`src/rtl/mem_read_scheduler.sv`:
```
// rtl/mem_read_scheduler.sv - N-master AXI read burst scheduler (optional stats: MEM_SCHED_STATS_EN)
module mem_read_scheduler #(
    parameter int                   N_MASTERS     = 3,
    parameter int                   ADDR_WIDTH    = 26,
    parameter int                   DATA_WIDTH    = 32,
    parameter logic [N_MASTERS-1:0] PREFETCH_MASK = 3'b100,
    parameter int                   AGE_LIMIT     = 8
) (
    input  logic                            clk,
    input  logic                            rst_n,
    input  logic [N_MASTERS-1:0]            m_arvalid,
    input  logic [N_MASTERS*ADDR_WIDTH-1:0] m_araddr,
    input  logic [N_MASTERS*4-1:0]          m_arlen,
    output logic [N_MASTERS-1:0]            m_arready,
    output logic [N_MASTERS-1:0]            m_rvalid,
    output logic                            m_rlast,
    output logic [DATA_WIDTH-1:0]           m_rdata,
    output logic                            ARVALID,
    input  logic                            ARREADY,
    output logic [3:0]                      ARID,
    output logic [3:0]                      ARLEN,
    output logic [ADDR_WIDTH-1:0]           ARADDR,
    input  logic                            RVALID,
    output logic                            RREADY,
    input  logic                            RLAST,
    input  logic [3:0]                      RID,
    input  logic [DATA_WIDTH-1:0]           RDATA,
    output logic [N_MASTERS*16-1:0]         stat_grants,
    output logic [15:0]                     stat_wait
);
    localparam int IW  = $clog2(N_MASTERS);
    localparam int AGW = $clog2(AGE_LIMIT + 1);

    typedef enum logic [1:0] {IDLE, ADDR, DATA} state_t;

    state_t                state;
    logic [IW-1:0]         rr_ptr;
    logic [IW-1:0]         lat_id;
    logic [AGW-1:0]        age [N_MASTERS];
    logic [IW-1:0]         win;
    logic [IW-1:0]         win_next;
    logic                  found;
    int                    best_d;
    int                    d;
    logic [ADDR_WIDTH-1:0] sel_addr;
    logic [3:0]            sel_len;
    logic                  beat_ok;

    // Aged prefetch first, then demand round-robin from rr_ptr, then lowest prefetch.
    always_comb begin
        win      = '0;
        found    = 1'b0;
        best_d   = N_MASTERS;
        d        = 0;
        sel_addr = '0;
        sel_len  = '0;
        for (int i = 0; i < N_MASTERS; i++) begin
            if (!found && m_arvalid[i] && PREFETCH_MASK[i] && age[i] == AGW'(AGE_LIMIT)) begin
                win   = IW'(i);
                found = 1'b1;
            end
        end
        if (!found) begin
            for (int i = 0; i < N_MASTERS; i++) begin
                d = (i + N_MASTERS - int'(rr_ptr)) % N_MASTERS;
                if (m_arvalid[i] && !PREFETCH_MASK[i] && d < best_d) begin
                    best_d = d;
                    win    = IW'(i);
                end
            end
            if (best_d < N_MASTERS) found = 1'b1;
        end
        if (!found) begin
            for (int i = N_MASTERS - 1; i >= 0; i--) begin
                if (m_arvalid[i] && PREFETCH_MASK[i]) win = IW'(i);
            end
        end
        for (int i = 0; i < N_MASTERS; i++) begin
            if (win == IW'(i)) begin
                sel_addr = m_araddr[i*ADDR_WIDTH +: ADDR_WIDTH];
                sel_len  = m_arlen[i*4 +: 4];
            end
        end
        win_next = (int'(win) == N_MASTERS - 1) ? '0 : win + 1'b1;
    end

    assign ARID = 4'(lat_id);

    always_ff @(posedge clk) begin
        if (!rst_n) begin
            state     <= IDLE;
            rr_ptr    <= '0;
            lat_id    <= '0;
            ARVALID   <= 1'b0;
            ARADDR    <= '0;
            ARLEN     <= '0;
            RREADY    <= 1'b0;
            m_arready <= '0;
            for (int i = 0; i < N_MASTERS; i++) age[i] <= '0;
        end else begin
            m_arready <= '0;
            case (state)
                IDLE: begin
                    if (|m_arvalid) begin
                        state   <= ADDR;
                        ARVALID <= 1'b1;
                        ARADDR  <= sel_addr;
                        ARLEN   <= sel_len;
                        lat_id  <= win;
                        if (!PREFETCH_MASK[win]) rr_ptr <= win_next;
                        for (int i = 0; i < N_MASTERS; i++) begin
                            m_arready[i] <= (win == IW'(i));
                            if (PREFETCH_MASK[i]) begin
                                if (win == IW'(i))
                                    age[i] <= '0;
                                else if (m_arvalid[i] && age[i] != AGW'(AGE_LIMIT))
                                    age[i] <= age[i] + 1'b1;
                            end
                        end
                    end
                end
                ADDR: begin
                    if (ARREADY) begin
                        ARVALID <= 1'b0;
                        RREADY  <= 1'b1;
                        state   <= DATA;
                    end
                end
                DATA: begin
                    if (beat_ok && RLAST) begin
                        RREADY <= 1'b0;
                        state  <= IDLE;
                    end
                end
                default: state <= IDLE;
            endcase
        end
    end

    // Beats with a foreign RID are still accepted (RREADY=1) but never reach a master.
    assign beat_ok = (state == DATA) && RVALID && (RID == 4'(lat_id));
    assign m_rdata = beat_ok ? RDATA : '0;
    assign m_rlast = beat_ok && RLAST;

    always_comb begin
        m_rvalid = '0;
        for (int i = 0; i < N_MASTERS; i++) m_rvalid[i] = beat_ok && (lat_id == IW'(i));
    end

`ifdef MEM_SCHED_STATS_EN
    logic [15:0] grant_cnt [N_MASTERS];
    logic [15:0] wait_cnt;

    always_ff @(posedge clk) begin
        if (!rst_n) begin
            wait_cnt <= '0;
            for (int i = 0; i < N_MASTERS; i++) grant_cnt[i] <= '0;
        end else begin
            for (int i = 0; i < N_MASTERS; i++) begin
                if (m_arready[i] && grant_cnt[i] != 16'hFFFF) grant_cnt[i] <= grant_cnt[i] + 16'd1;
            end
            if (state != IDLE && |m_arvalid && wait_cnt != 16'hFFFF) wait_cnt <= wait_cnt + 16'd1;
        end
    end

    always_comb begin
        stat_grants = '0;
        for (int i = 0; i < N_MASTERS; i++) stat_grants[i*16 +: 16] = grant_cnt[i];
    end
    assign stat_wait = wait_cnt;
`else
    assign stat_grants = '0;
    assign stat_wait   = '0;
`endif

endmodule

```
`config.mk`:
```
export PLATFORM = sky130hd
export DESIGN_NAME = mem_read_scheduler
export DESIGN_NICKNAME = d
export VERILOG_FILES = /design/src/rtl/mem_read_scheduler.sv
export SDC_FILE = /design/constraint.sdc
export NUM_CORES = 1
export LEC_CHECK = 0
export ABC_AREA = 1
export BUFFER_PORTS_ARGS = -buffer_cell sky130_fd_sc_hd__buf_2
export CORE_MARGIN = 3
export CORE_UTILIZATION = 30
export CTS_CLUSTER_SIZE = 40
export DETAILED_ROUTE_END_ITERATION = 16
export GPL_ROUTABILITY_DRIVEN = 0
export PLACE_DENSITY = 0.74
export SKIP_CTS_REPAIR_TIMING = 1
export SYNTH_ARGS = -nofsm -noshare
export SYNTH_HDL_FRONTEND = slang
export SYNTH_SLANG_ARGS = --single-unit
```
`constraint.sdc`:
```
create_clock -name clk -period 8.3 [get_ports clk]
set_input_delay 1.66 -clock clk [delete_from_list [all_inputs] [get_ports clk]]
set_output_delay 1.66 -clock clk [all_outputs]
set_load 0.005 [all_outputs]
```
==> results of run 1 <==
==> cell usage after synthesis <==
cell,instances
clkinv_1,1
buf_8,1
ha_1,11
nand3_2,14
buf_2,5
xor2_1,3
clkbuf_1,17
nor3_1,5
buf_12,1
nand3_1,40
or3b_1,1
xnor2_1,1
nor2_2,2
inv_1,57
o22ai_2,1
buf_4,69
o22ai_1,1
nor2_1,77
nand3b_1,17
buf_6,3
dfxtp_1,41
nand2_1,87
nor4_1,1
nand2_4,1
o21ai_0,19
conb_1,1
nand4_1,32
a21oi_1,3
inv_2,4
nor2_4,1
o211ai_1,2
edfxtp_1,4
nand2_2,4
==> power groups by stage <==
stage / registers, mW / logic [mW] / clock network [mW]
floorplan: 0.317 / 0.388 / 0
global placement: 0.315 / 0.484 / 0
detailed placement: 0.317 / 0.495 / 0
CTS: 0.313 / 0.497 / 0.234
global route: 0.318 / 0.560 / 0.243
finish: 0.312 / 0.488 / 0.229
==> layout make-up <==
type                       instances  area share
inverter                          62      0.0516
multi-input combinational        389       0.433
clock inverter                     2     0.00860
clock buffer                       6      0.0286
timing repair buffer             207       0.230
sequential                        45       0.209
tap                              143      0.0397
==> through the flow <==
stage                     instance area [µm²]  setup slack (ns)
after floorplan                          3800              3.89
after global placement                   4340              3.42
after detailed placement                 4340              3.36
after CTS                                4510              3.43
after global routing                     4510              3.27
final                                    4510              3.46
==> state kept, by name, summed over array words and instances (netlist names) <==
name / cells
state: 2
m_arready: 3
ARVALID: 1
ARADDR: 26
RREADY: 1
rr_ptr: 2
lat_id: 2
ARLEN: 4
age: 4
==> logic make-up after synthesis <==
logic type                 count (synthesis)  share of synthesized area
and+or+nand+nor                          282                      0.389
buffers and inverters                    158                      0.256
DFF                                       45                      0.265
AOI/OAI and AO/OA                         26                     0.0405
adders and majority gates                 11                     0.0387
xor gates and xnor gates                   4                    0.00986
other                                      1                    0.00106
==> how the worst max path moves through the flow <==
stage               cells after the start    startpoint  slack, ns          end
CTS                                     6        RID[3]       3.43  m_rvalid[1]
global route                            6        RID[3]       3.27  m_rvalid[1]
global placement                       10  m_arvalid[2]       3.42     ARLEN[1]
detailed placement                     10  m_arvalid[2]       3.36    ARADDR[6]
finish                                  6        RID[3]       3.46  m_rvalid[1]
floorplan                               5        RID[3]       3.89  m_rdata[10]
==> critical path, delay by kind of cell <==
family | cells | cell delay, ns
AND/OR/NAND/NOR | 3 | 0.95
buffers and inverters | 3 | 0.58
==> layer usage <==
layer | GRT usage | vias up
li1 | - | 1912
met1 | 0.168 | 1657
met2 | 0.291 | 180
met3 | 0.0321 | 8
met4 | 0.0344 | 0
met5 | 0 | -
==> impl_metrics.json, run 1 <==
{
  "status": "complete, no violations",
  "die_y_um": 115,
  "postLayoutCoreUtil": 0.392,
  "power_mw": 1.03,
  "dr.pass1.iters": 5,
  "crit_required_ns": 6.64,
  "cap_violations": 0,
  "holdCritPathClass": "flop to flop",
  "r2r_end": "ARADDR[6]",
  "whs_ns": 0.468,
  "wl_per_cell_um": 12.9,
  "period_needed_ns": 4.84,
  "ff2ff_path_depth": 18,
  "wl_met3_um": 920,
  "layout_common_cells": "buf_2 (206), nand2_1 (87), nor2_1 (76), conb_1 (66), inv_1 (57)",
  "netlist_top_cells_area": "dfxtp_1 (23%), buf_4 (15%), nand2_1 (9.2%)",
  "cts_sinks": 45,
  "worstSkewPairLatency_ns": 0.29,
  "wl_mm": 11.0,
  "dp_hpwl_mm": 8.73,
  "ff_latch_area_um2": 941,
  "syn_to_final_growth_pct": 26.9,
  "die-area_um2": 13200,
  "ys_seq_area_frac": 0.265,
  "ys_seq_elements": 45,
  "clock_skew_ns": 0.00467,
  "antenna_found_initial": 0,
  "post-route-drc-count": 0,
  "syn_inst": 527,
  "period_share": 0.583,
  "synth_top_area_frac": 0.231,
  "synth_area_um2": 3550,
  "synth_cell_types": 33,
  "clk_pin_slew_ns": 0.06,
  "switchingPower_mw": 0.429,
  "fill_cells": 1267,
  "crit_type": "input pin to output port",
  "holdPathEnd": "ARVALID",
  "ys.warnings.count": 0,
  "p_per_area_nw_per_um2": 228,
  "switching_share": 0.418,
  "rsz0062_at_grt": "no",
  "n_antenna_cell": 0,
  "multi_input_area_um2": 1950,
  "avgSynthCellArea_um2": 6.74,
  "htreeDepth": 2,
  "crit_top_cell": "buf_2",
  "setup_tns_ns": 0,
  "cp-end-kind": "output port",
  "drt-met1-wl_mm": 4.23,
  "coreArea_um2": 11500,
  "highest_layer": "met4",
  "ant_nets": 0,
  "cp.arrival_ns": 3.18,
  "numCtsBuffers": 5,
  "vias": 3757,
  "root_buffer": "clkbuf_16",
  "drt_iter0_markers": 190,
  "intPower_mw": 0.599,
  "crit_chain": "buf_2 -> or3b_1 -> nor4_1 -> inv_2 -> nor3_1 -> buf_2",
  "numPortBuffers": 206,
  "ir_drop_mv": 0.0976,
  "vias_per_cell": 4.40,
  "io_pins": 273,
  "cpPeakStageDelay_ns": 0.37,
  "yosys.area.top_type": "dfxtp_1",
  "cp_max_fo": 35,
  "cts_buffer_depth": 2,
  "leakage_nw": 2.68,
  "overflow": 0,
  "combinationalPowerShare": 0.474,
  "cp_slowest_cell": "or3b_1",
  "seqPwrFrac": 0.303,
  "startpoint_type": "input pin",
  "min_path_cells": 2,
  "wl_met2_mm": 5.79,
  "final_common_cell": "buf_2",
  "grt_max_degree": 50,
  "drive_gt1_frac": 0.340,
  "start_util": 0.309,
  "hold_viol": 0,
  "relSlewSlack": 0.119,
  "worst_slew_pin_slew_ns": 1.32,
  "grt_use_total": 0.151,
  "pwr-share-clk": 0.223,
  "stdcell_count": 854,
  "die_w_um": 115,
  "reg2reg_from": "rr_ptr[0]",
  "fmax_mhz": 207,
  "rows": 39,
  "grt_pass1_wl_mm": 16.1,
  "setup_viol": 0,
  "final_nets": 855,
  "cts_tree": "built",
  "dp.cells": 846,
  "slew_viol_final": 0,
  "grt_pass1_vias": 3378,
  "ff2ff_setup_slack_ns": 4.24,
  "holdCritStartpoint": "ARVALID"
}
No activity file was read; power rests on OpenSTA's default activity.
==> run 2, diff against run 1 <==
--- a/config.mk
+++ b/config.mk
@@ -12,7 +12,7 @@
 export CTS_CLUSTER_SIZE = 40
 export DETAILED_ROUTE_END_ITERATION = 16
 export GPL_ROUTABILITY_DRIVEN = 0
-export PLACE_DENSITY = 0.74
+export PLACE_DENSITY = 0.77
 export SKIP_CTS_REPAIR_TIMING = 1
 export SYNTH_ARGS = -nofsm -noshare
 export SYNTH_HDL_FRONTEND = slang
==> constraint.sdc (replaced) <==
create_clock -name clk -period 4.4 [get_ports clk]
set_input_delay 0.88 -clock clk [delete_from_list [all_inputs] [get_ports clk]]
set_output_delay 0.88 -clock clk [all_outputs]
set_load 0.005 [all_outputs]
==> run 2 against run 1 <==
Effect of this change:
- sequential power grew 88%
- worst hold slack lost 0.0067 ns
- critical path depth is the same
- first-iteration DRC count shrank 21%
- global-route usage shrank 0.20 points
- combinational power grew 99%
- highest routed layer unchanged
- non-clock buffer count grew 7
==> impl_metrics.json, run 2 (synthesis gave the netlist of run 1 again) <==
{
  "status": "complete, no violations",
  "rows": 39,
  "p_per_area_nw_per_um2": 427,
  "clock_skew_ns": 0.00730,
  "numCtsBuffers": 5,
  "coreArea_um2": 11500,
  "worst_slew_pin_slew_ns": 0.507,
  "grt_pass1_wl_mm": 15.9,
  "setup_viol": 0,
  "wl_mm": 10.9,
  "cts_sinks": 45,
  "placed_area_um2": 4390,
  "clk_pin_slew_ns": 0.07,
  "crit_chain": "buf_2 -> or3b_1 -> nor4_1 -> inv_2 -> nor3_1 -> buf_2",
  "fill_cells": 1204,
  "start_util": 0.309,
  "grt_use_total": 0.149,
  "wl_met2_mm": 5.56,
  "largest_register_ffs": 26,
  "cap_violations": 0,
  "holdCritPathClass": "flop to flop",
  "post-route-drc-count": 0,
  "ir_drop_mv": 0.188,
  "crit_top_cell": "buf_2",
  "cpPeakStageDelay_ns": 0.37,
  "period_share": 0.734,
  "hold_viol": 0,
  "fmax_mhz": 310,
  "startpoint_type": "input pin",
  "cp_slowest_cell": "or3b_1",
  "htreeDepth": 2,
  "reg.largest.list": "ARADDR x26, ARLEN x4, age x4",
  "wl_per_cell_um": 12.7,
  "root_buffer": "clkbuf_16",
  "layout_common_cells": "buf_2 (206), nand2_1 (87), nor2_1 (76), conb_1 (66), inv_1 (57)",
  "final_nets": 862,
  "wl_met3_um": 931,
  "holdCritStartpoint": "ARVALID",
  "grt_max_degree": 36,
  "ant_nets": 0,
  "path_buf_inv": 3,
  "critPathTopFamily": "simple AND/OR/NAND/NOR gates",
  "die_w_um": 115,
  "worstSkewPairLatency_ns": 0.29,
  "drive_gt1_frac": 0.348,
  "period_needed_ns": 3.23,
  "overflow": 0,
  "drt_iter0_markers": 151,
  "slew_viol_final": 0,
  "critPathLaunch": "RID[3]",
  "vias_per_cell": 4.41,
  "antenna_found_initial": 0,
  "drt-met1-wl_mm": 4.32,
  "die-area_um2": 13200,
  "final_common_cell": "buf_2",
  "highest_layer": "met4",
  "syn_to_final_growth_pct": 27.8,
  "reg2reg_from": "rr_ptr[0]",
  "cts_buffer_depth": 2,
  "die_y_um": 115,
  "relSlewSlack": 0.662,
  "rsz0062_at_grt": "no",
  "dp_hpwl_mm": 8.49,
  "fin_area_um2": 4540,
  "setup_tns_ns": 0,
  "cp_max_fo": 35,
  "cp-end-kind": "output port",
  "vias": 3797,
  "numPortBuffers": 206,
  "n_antenna_cell": 0,
  "leakage_nw": 2.71,
  "crit_type": "input pin to output port",
  "cp.arrival_ns": 2.35,
  "dr.pass1.iters": 4,
  "io_pins": 273,
  "grt_pass1_vias": 3316,
  "crit_required_ns": 3.52,
  "cts_tree": "built",
  "top_register": "ARADDR"
}
run 2: worst min-delay path, stage by stage (launching register included):
cell and delay [ns]:
dfxtp_1 0.31, nand2_1 0.06, a21oi_1 0.05
run 2: final timing paths:
kind            endpoint  slack (ns)  cells past startpoint
max reg2reg    age[2][3]        1.25                     15
min reg2reg      ARVALID        0.46                      2
max          m_rvalid[2]        1.17                      6
min              ARVALID        0.46                      2
run 2: area by class of cell:
class / instances / area, µm² / share of cell area
Multi-Input combinational cell: 389 / 1950 / 0.430
Clock buffer: 5 / 125 / 0.0276
Tap cell: 143 / 179 / 0.0394
Clock inverter: 3 / 21.3 / 0.00468
Inverter: 62 / 233 / 0.0513
Timing Repair Buffer: 214 / 1090 / 0.240
Sequential cell: 45 / 941 / 0.207
run 2: per-stage QoR:
step	cells	hold WS (ns)	util	worst slack, ns	total power [mW]
final	861	0.462	0.394	1.17	1.94
after detailed placement	853	0.455	0.382	1.16	1.58
after global placement	853	0.452	0.382	1.20	1.56
after floorplan	592	0.460	-	1.55	1.33
after global routing	861	0.495	0.394	0.786	2.12
after CTS	861	0.465	0.394	1.16	1.97
run 2: metal layers:
metal,track usage,vias up
met5,0,-
met4,0.0415,0
met3,0.0258,10
met2,0.280,191
met1,0.172,1667
li1,-,1929
run 2: power breakdown:
part           internal (mW)  switching [mW]  leakage [nW]  total, mW
Sequential             0.526          0.0602         0.381      0.586
Combinational          0.361           0.609          2.25      0.970
Clock                  0.212           0.171        0.0702      0.383
Total                   1.10           0.840          2.71       1.94
